### config.mk
export PLATFORM = sky130hd
export DESIGN_NAME = ram_port_arbiter
export DESIGN_NICKNAME = d
export VERILOG_FILES = /design/src/rtl/ram_arb_pkg.sv /design/src/rtl/ram_port_arbiter_rr_arbiter.sv /design/src/rtl/ram_port_arbiter.sv
export SDC_FILE = /design/constraint.sdc
export NUM_CORES = 1
export LEC_CHECK = 0
export BUFFER_PORTS_ARGS = -buffer_cell sky130_fd_sc_hd__buf_2
export CAP_MARGIN = 30
export CORE_AREA = 4 4 269 271
export DETAILED_ROUTE_END_ITERATION = 7
export DIE_AREA = 0 0 273 275
export GPL_TIMING_DRIVEN = 0
export PLACE_DENSITY = 0.31
export SYNTH_ARGS = -nofsm -noshare
export SYNTH_HDL_FRONTEND = slang
export SYNTH_SLANG_ARGS = --single-unit
### constraint.sdc
create_clock -name clk -period 10 [get_ports clk]
set_clock_uncertainty 0.1 [all_clocks]
set_input_delay 1 -clock clk [delete_from_list [all_inputs] [get_ports clk]]
set_output_delay 1 -clock clk [all_outputs]
set_load 0.05 [all_outputs]
### src/rtl/ram_arb_pkg.sv
// Shared types and helpers for the RAM port arbiter.
// The defaults here describe the standard three-reader build.
package ram_arb_pkg;

  localparam int NR     = 3;
  localparam int N      = NR + 1;
  localparam int PW     = $clog2(N);
  localparam int WR_IDX = NR;

  typedef struct packed {
    logic          vld;
    logic [PW-1:0] idx;
  } tag_t;

  // Wrap with an explicit compare so non-power-of-two requester counts work.
  function automatic int wrap_inc(input int p, input int n);
    return (p == n - 1) ? 0 : p + 1;
  endfunction

endpackage

### src/rtl/ram_port_arbiter_rr_arbiter.sv
// Round-robin picker: the first requester at or after ptr (mod N) wins.
// Purely combinational; the caller owns the pointer register.
module rr_arbiter
  import ram_arb_pkg::*;
#(
  parameter int N  = 4,
  parameter int PW = $clog2(N)
) (
  input  logic [N-1:0]  req,
  input  logic [PW-1:0] ptr,
  output logic [N-1:0]  gnt,
  output logic [PW-1:0] idx,
  output logic          any
);

  always_comb begin
    int cand;
    gnt  = '0;
    idx  = '0;
    any  = 1'b0;
    cand = int'(ptr);
    for (int k = 0; k < N; k++) begin
      if (!any && req[cand]) begin
        any       = 1'b1;
        gnt[cand] = 1'b1;
        idx       = PW'(cand);
      end
      cand = wrap_inc(cand, N);
    end
  end

endmodule

### src/rtl/ram_port_arbiter.sv
// Shares one single-port RAM between NR readers and one writer, one access per cycle.
// Command is registered; read data returns through a tag pipeline to the issuing reader.
module ram_port_arbiter #(
  parameter int NR     = 3,
  parameter int AW     = 28,
  parameter int DW     = 128,
  parameter int RD_LAT = 1
) (
  input  logic               clk,
  input  logic               rstn,
  input  logic [NR-1:0]      rd_req,
  input  logic [NR*AW-1:0]   rd_addr,
  output logic [NR-1:0]      rd_gnt,
  output logic [NR-1:0]      rd_rvalid,
  output logic [DW-1:0]      rd_rdata,
  input  logic               wr_req,
  input  logic [AW-1:0]      wr_addr,
  input  logic [DW-1:0]      wr_data,
  input  logic [DW/8-1:0]    wr_strb,
  output logic               wr_gnt,
  output logic               mem_ren,
  output logic               mem_wen,
  output logic [AW-1:0]      mem_addr,
  output logic [DW-1:0]      mem_wdata,
  output logic [DW/8-1:0]    mem_strb,
  input  logic [DW-1:0]      mem_rdata
);
  import ram_arb_pkg::*;

  localparam int NQ = NR + 1;
  localparam int QW = $clog2(NQ);

  typedef struct packed {
    logic          vld;
    logic [QW-1:0] idx;
  } rd_tag_t;

  logic [NQ-1:0] req_vec;
  logic [NQ-1:0] gnt_vec;
  logic [QW-1:0] ptr;
  logic [QW-1:0] gnt_idx;
  logic          gnt_any;
  logic          gnt_is_wr;
  logic [AW-1:0] rd_sel_addr;
  rd_tag_t       tag_pipe [RD_LAT+1];

  // Masking requests in reset keeps grants low without touching the arbiter.
  assign req_vec = rstn ? {wr_req, rd_req} : '0;

  rr_arbiter #(.N(NQ), .PW(QW)) u_rr (
    .req (req_vec),
    .ptr (ptr),
    .gnt (gnt_vec),
    .idx (gnt_idx),
    .any (gnt_any)
  );

  assign rd_gnt    = gnt_vec[NR-1:0];
  assign wr_gnt    = gnt_vec[NR];
  assign gnt_is_wr = gnt_vec[NR];
  assign rd_rdata  = mem_rdata;

  always_comb begin
    rd_sel_addr = rd_addr[0 +: AW];
    for (int i = 0; i < NR; i++) begin
      if (gnt_idx == QW'(i)) rd_sel_addr = rd_addr[i*AW +: AW];
    end
  end

  always_ff @(posedge clk) begin
    if (!rstn) begin
      ptr <= '0;
    end else if (gnt_any) begin
      ptr <= QW'(wrap_inc(int'(gnt_idx), NQ));
    end
  end

  always_ff @(posedge clk) begin
    if (!rstn) begin
      mem_ren   <= 1'b0;
      mem_wen   <= 1'b0;
      mem_addr  <= '0;
      mem_wdata <= '0;
      mem_strb  <= '0;
    end else begin
      mem_ren <= gnt_any && !gnt_is_wr;
      mem_wen <= gnt_any && gnt_is_wr;
      if (gnt_any) begin
        mem_addr <= gnt_is_wr ? wr_addr : rd_sel_addr;
      end
      if (gnt_any && gnt_is_wr) begin
        mem_wdata <= wr_data;
        mem_strb  <= wr_strb;
      end
    end
  end

  // Stage 0 lines up with mem_ren; stage RD_LAT lines up with valid mem_rdata.
  always_ff @(posedge clk) begin
    if (!rstn) begin
      for (int s = 0; s <= RD_LAT; s++) tag_pipe[s] <= '0;
    end else begin
      tag_pipe[0].vld <= gnt_any && !gnt_is_wr;
      tag_pipe[0].idx <= gnt_idx;
      for (int s = 1; s <= RD_LAT; s++) tag_pipe[s] <= tag_pipe[s-1];
    end
  end

  always_comb begin
    rd_rvalid = '0;
    for (int i = 0; i < NR; i++) begin
      if (tag_pipe[RD_LAT].vld && tag_pipe[RD_LAT].idx == QW'(i)) rd_rvalid[i] = 1'b1;
    end
  end

endmodule

; ---- Yosys cells after proc, flatten, opt, wreduce, memory -nomap -nowiden
; Memories as Yosys holds them, arrays and structs flattened.
; Cells that the tools add are included.
[totals]
ff_bits = 176
latch_bits = 0
mem_bits_rw = 6
mem_bits_ro = 0
inputBits = 390
out_inout_bits = 309
elab_cells = 97
mem_count = 1
[op_classes]
n_addsub = 4
n_mul = 0
div_mod_pow = 0
magnitude_cmp = 8
eq_ne = 8
n_shift = 0
mux = 47
bitwise = 6
n_reduce_logical = 17
[mem_list]
columns = name, words, word_bits, rd, rd_clocked_by_memory_dff, wr, line_no
row1 = tag_pipe, 2, 3, 2, 0, 2, ram_port_arbiter.sv:45  ; rd_tag_t tag_pipe [RD_LAT+1];
[op_table]
columns = operator, count
row1 = >= comparator 32 x 1 -> 1 bit (second input constant), 3
row2 = less-than comparator 32 x 4 -> 1 bit (second input constant), 3
row3 = two-way mux 32 bit, 3
row4 = two-way mux 28 bit, 3
row5 = adder 32 x 2 -> 32 bit (second input constant), 2
row6 = == test 32 x 3 -> 1 bit (second input constant), 2
row7 = two-way mux 1 bit, 21
row8 = two-way mux 4 bit, 5
row9 = logical AND 1 bit, 12
row10 = two-way mux 2 bit, 6
row11 = OR 4 bit, 3
row12 = binary-select mux 1 bit (select 2 bit), 4
row13 = demux 1 bit (select 2 bit), 4
row14 = == test 2 x 1 -> 1 bit (second input constant), 4
row15 = == test 2 bit (second input constant), 2
row16 = logical NOT 1 bit, 4
row17 = adder 2 x 1 -> 3 bit (second input constant), 1
row18 = less-than comparator 2 x 3 -> 1 bit (second input constant), 1
row19 = two-way mux 3 bit, 1
row20 = OR 1 bit, 3
row21 = adder 2 x 1 -> 2 bit (second input constant), 1
row22 = >= comparator 2 x 1 -> 1 bit (second input constant), 1
row23 = logical NOT 2 bit, 1

; ---- Longest topological paths before layout
[depth]
ltp_word = 17
mapped_depth = 17
depth_no_buf = 15

; ---- Cells and area by module
; From an unflattened synthesis, not the netlist that was laid out.
[hier_totals]
cells_unflattened = 1070
hier_area_um2 = 9016.1
[modules_own_cells]
columns = module, instances, cells_per_inst, area_per_inst_um2
row1 = ram_port_arbiter, 1, 983, 8426.8
row2 = rr_arbiter, 1, 87, 589.3

; ---- Least setup slack after synthesis
; Ideal clock, no wire load.
[synth_path]
path_type = input to register
from = in rstn
to = reg mem_addr[6]
setup_time_ns = 0.128
arrival_time_ns = 3.842
slack_ns = 5.930
stages = 15
n_path_buf = 3
path_cell_list = buf_4 -> nand2_1 -> mux2i_2 -> nand3_1 -> a21oi_1 -> o21ai_0 -> a21oi_1 -> nand2b_1 -> ha_1 -> clkbuf_1 -> clkbuf_1 -> mux2i_1 -> nor2_1 -> a21oi_1 -> o21ai_1
[synth_via]
elab_chain_len = 17
[synth_rtl]
columns = item, line_no
row1 = "start, declared", ram_port_arbiter.sv:10  ; input logic rstn,
row2 = two-way mux 4 bit (*), ram_port_arbiter.sv:48  ; assign req_vec = rstn ? {wr_req, rd_req} : '0;
row3 = binary-select mux 1 bit (select 2 bit), ram_port_arbiter_rr_arbiter.sv:23  ; if (!any && req[cand]) begin
row4 = two-way mux 1 bit (implied by the code), ram_port_arbiter_rr_arbiter.sv:23
row5 = two-way mux 1 bit, ram_port_arbiter_rr_arbiter.sv:23
row6 = logical NOT 1 bit, ram_port_arbiter_rr_arbiter.sv:23
row7 = logical AND 1 bit, ram_port_arbiter_rr_arbiter.sv:23
row8 = two-way mux 1 bit, ram_port_arbiter_rr_arbiter.sv:23
row9 = logical NOT 1 bit, ram_port_arbiter_rr_arbiter.sv:23
row10 = (+2 left out), --
row11 = logical NOT 1 bit, ram_port_arbiter_rr_arbiter.sv:23
row12 = logical AND 1 bit, ram_port_arbiter_rr_arbiter.sv:23
row13 = two-way mux 2 bit (*), ram_port_arbiter_rr_arbiter.sv:23
row14 = named net gnt_idx[0], ram_port_arbiter.sv:41  ; logic [QW-1:0] gnt_idx;
row15 = == test 2 x 1 -> 1 bit, ram_port_arbiter.sv:66  ; if (gnt_idx == QW'(i)) rd_sel_addr = rd_addr[i*AW +: AW];
row16 = two-way mux 28 bit, ram_port_arbiter.sv:66
row17 = two-way mux 28 bit (*), ram_port_arbiter.sv:66
row18 = two-way mux 28 bit (*), ram_port_arbiter.sv:89  ; mem_addr <= gnt_is_wr ? wr_addr : rd_sel_addr;
row19 = "end signal, assigned", ram_port_arbiter.sv:89
row20 = "end, declared", ram_port_arbiter.sv:23  ; output logic [AW-1:0] mem_addr,
; The timed path passes the listed nets; every way through them passes the cells marked *. The select of a mux whose other input is x is not followed.
; A chain may end at the register's enable or synchronous reset.

; ---- Final worst setup path
[layout_path]
from = reg ptr[1]
to = reg mem_addr[16]
[layout_via]
elab_chain_len = 17
[layout_rtl]
columns = item, line_no
row1 = "start, declared", ram_port_arbiter.sv:40  ; logic [QW-1:0] ptr;
row2 = "start signal, assigned", ram_port_arbiter.sv:74  ; ptr <= QW'(wrap_inc(int'(gnt_idx), NQ));
row3 = branches (longest 12 deep; another with adder 32 x 2 -> 32 bit), --
row4 = two-way mux 2 bit (*), ram_port_arbiter_rr_arbiter.sv:23
row5 = named net gnt_idx[0], ram_port_arbiter.sv:41
row6 = == test 2 x 1 -> 1 bit, ram_port_arbiter.sv:66
row7 = two-way mux 28 bit, ram_port_arbiter.sv:66
row8 = two-way mux 28 bit (*), ram_port_arbiter.sv:66
row9 = two-way mux 28 bit (*), ram_port_arbiter.sv:89
; Mark *: on every way through the listed nets, which the timed path passes. The select of a mux whose other input is x is not followed.

==> key figures <==
Setup path
  – Crit path kind: flop to flop
  – CP endpoint: mem_addr[16]
  – Reg2reg end: mem_addr[16]
  – Slowest-stage cell, CP: clkbuf_1
  – Slowest stage delay, CP: around 0.74 ns
  – Reg2Reg Depth: 16
  – Most used cell, CP: a21oi_1
  – CP startpoint kind: flop
  – Critical Path Source: ptr[1]
  – Critical Path Sink Type: flop
  – Critical-path cell list: ha_1, buf_2, nor2_8, mux2i_2, nand3_1, a21oi_1, o21ai_0, a21oi_1, nand2b_1, ha_1, clkbuf_1, clkbuf_1, mux2i_1, nor2_1, a21oi_1, o21ai_1
  – Critical Path RT: between 10 and 15 ns
  – CP max FO: 10
  – Reg2Reg Setup Slack: ~4.8 ns
  – WP data arrival: 5.42 ns
  – R2R Path Start: ptr[1]

STA
  – Worst slew pin tran: just over 0.9 ns
  – Setup TNS: 0 ns
  – Fin worst setup slack: 4.844 ns
  – Final slew viol count: 0
  – Worst relative slew slack: 0.3778
  – Final setup fails: 0
  – FMAX: 0.1940 GHz
  – Fin crit period: 5.156 ns
  – Final period utilization: 0.5156
  – Final Hold Vio Count: 0
  – RSZ-0062 raised after global routing: no

Synthesis
  – Cell Area, Synth: 9353 um^2
  – Post-synthesis cell count: 1,047
  – Post-synth cell types: 50
  – Number of synthesized flops with an enable pin: 0
  – Syn_nets: 1,443
  – Syn Area/Cell: between 8 and 9 um^2
  – Number of synthesized register bits: 181
  – Async set-reset flop share out of synthesis: 0
  – Top_reg_cell synth: dfxtp_1
  – Sequential area share after synthesis: 0.3874
  – Yosys warnings: 0

Die
  – Core box area: between 60,000 and 70,000 um^2
  – Io pins: 699
  – DIE HEIGHT: 275 um
  – Die X: 273 um
  – Row count: 97
  – Die area: 75,080 um^2
  – Starting Density: 0.1340

Final layout
  – Area growth syn-to-layout: 49.24%
  – Share of layout cells above drive strength 1: 0.5830
  – Most frequent cells in the layout: 585 x buf_2, 213 x nand2_1, 181 x dfxtp_1
  – Commonest non-fill, non-tap cell in the layout: buf_2
  – Fill count: 7,913
  – Util after Layout: 0.2000
  – Nets@finish: 2,034

Detailed routing
  – Drc violations: 0
  – Remaining antenna violation count: 0
  – First-pass iteration count of the detailed router: 4
  – DR iter-0 viols: approximately 300
  – Via/cell ratio: 3.501
  – DR vias: 9,088
  – Final WL: 44.37 mm
  – Routed wire per std cell: 17.09 um

Placement
  – Detailed Place HPWL: 36.28 mm
  – I/O Buffers: 570
  – Pre-CTS WS: 4.409 ns
  – Routability Congestion: 0.7944

CTS
  – Htree depth: 4
  – Hold Buf Count CTS: 0
  – Max Root-Sink Buffers: 2
  – Num Clock Sinks: 181
  – Num CTS Buffers: 17
  – Worst-Skew Late Latency: 0.48 ns
  – Clk slew on worst S/H paths: 0.08 ns
  – Post-CTS Repair Setup Buffers: 0
  – CTS resizes: 0
  – TritonCTS clock tree: yes
  – CTS Root Cell: clkbuf_16

Global route
  – Largest net degree at the start of global routing: 17
  – Vias in the first global route: between 9,000 and 10,000
  – Gr usage total: 0.1115
  – Antenna violations before repair: 10
  – First-pass GRT wire length: 61.64 mm
  – Total gr overflow: 0

Pwr
  – Maximum vdd drop: 0.0001127 V
  – Pwr/cell area: ~310 nW/um^2
  – Leak: 6.320 nW

Min path
  – Worst hold path type: flop to flop

Flow run
  – Max-Cap Viols: 0

Status
  – Run status: completed
## metal layers
metal | vias up | track usage | wire [um]
li1 | 4523 | - | -
met1 | 4177 | 0.1207 | 16840
met2 | 334 | 0.2005 | 23230
met3 | 46 | 0.03994 | 3355
met4 | 8 | 0.04071 | 892
met5 | - | 0 | 54
## cells in the mapped netlist (3+ instances only)
cell type	number	area share
nand2_1	213	0.085
dfxtp_1	181	0.39
buf_4	135	0.11
a21boi_2	88	0.11
nand2_2	88	0.059
a21boi_1	56	0.045
nor2_1	38	0.015
a21oi_1	34	0.018
mux2i_1	31	0.033
clkbuf_1	27	0.011
o21ai_1	25	0.013
a22oi_1	24	0.019
buf_2	15	0.0080
buf_6	12	0.014
buf_8	9	0.014
and2_1	6	0.0040
ha_1	6	0.0080
inv_1	5	0.0020
o21ai_0	5	0.0027
a31oi_1	4	0.0027
nand3_1	4	0.0021
a221o_1	3	0.0032
a22o_1	3	0.0028
nand2b_1	3	0.0020
o21a_1	3	0.0024
## area by class of cell
type / count / area, um^2 / area share
multi-input cells: 660 / 4239 / 0.3037
flip-flops and latches: 181 / 3623 / 0.2596
repair buffers: 572 / 2879 / 0.2063
plain buffers: 200 / 1468 / 0.1051
well taps: 940 / 1176 / 0.08426
clock buffers: 21 / 460.4 / 0.03299
clock inverters: 10 / 75.07 / 0.005378
inverters: 6 / 22.52 / 0.001613
diodes: 6 / 15.01 / 0.001076
## registers in the layout (all words and copies together) (netlist names)
name / flops
mem_wen: 1
ptr: 2
mem_wdata: 128
tag_pipe: 6
mem_strb: 16
mem_addr: 28
## worst max-delay path: cells and delay by family (launching register included)
| kind | cells | cell delay, ns |
|---|---|---|
| DFF | 1 | 0.38 |
| buffers and inverters | 3 | 1.62 |
| and+or+nand+nor | 4 | 0.65 |
| adders and majority gates | 2 | 0.34 |
| AOI/OAI and AO/OA | 5 | 1.01 |
| muxes | 2 | 0.91 |
## per-stage QoR
stage | power [mW] | hold WS, ns | cell area [um^2] | std cells
after floorplan | 2.968 | 0.3119 | 9353 | 1047
final | 4.332 | 0.3393 | 13960 | 2596
after global routing | 4.630 | 0.3624 | 13950 | 2594
after global placement | 3.736 | 0.3365 | 13380 | 2557
after CTS | 4.451 | 0.3506 | 13930 | 2589
after detailed placement | 3.743 | 0.3408 | 13400 | 2558
## where the power goes
| part | total (mW) | switching, mW | internal, mW | leakage, nW |
|---|---|---|---|---|
| logic | 2.62 | 1.87 | 0.743 | 4.58 |
| registers | 1.05 | 0.104 | 0.942 | 1.48 |
| clock network | 0.671 | 0.339 | 0.332 | 0.258 |
## logic make-up (layout without fill, tap and decap cells)
kind of cell | after synthesis | count (layout) | synth area share
buffers and inverters | 206 | 809 | 0.1593
adders and majority gates | 6 | 6 | 0.008027
AOI/OAI and AO/OA | 257 | 257 | 0.2272
and+or+nand+nor | 362 | 362 | 0.1786
muxes | 35 | 35 | 0.03946
DFF | 181 | 181 | 0.3874
other | 0 | 6 | 0
## how the worst min path moves through the flow
stage | startpoint | end | cells past startpoint
3_5_place_dp | mem_strb[6] | mem_strb[6] | 2
4_1_cts | mem_strb[6] | mem_strb[6] | 2
6_report | tag_pipe[0][0] | tag_pipe[0][3] | 1
5_1_grt | tag_pipe[0][0] | tag_pipe[0][3] | 1
2_1_floorplan | tag_pipe[0][0] | tag_pipe[0][3] | 1
3_3_place_gp | mem_wdata[14] | mem_wdata[14] | 2
(Power assumes the default switching activity.)
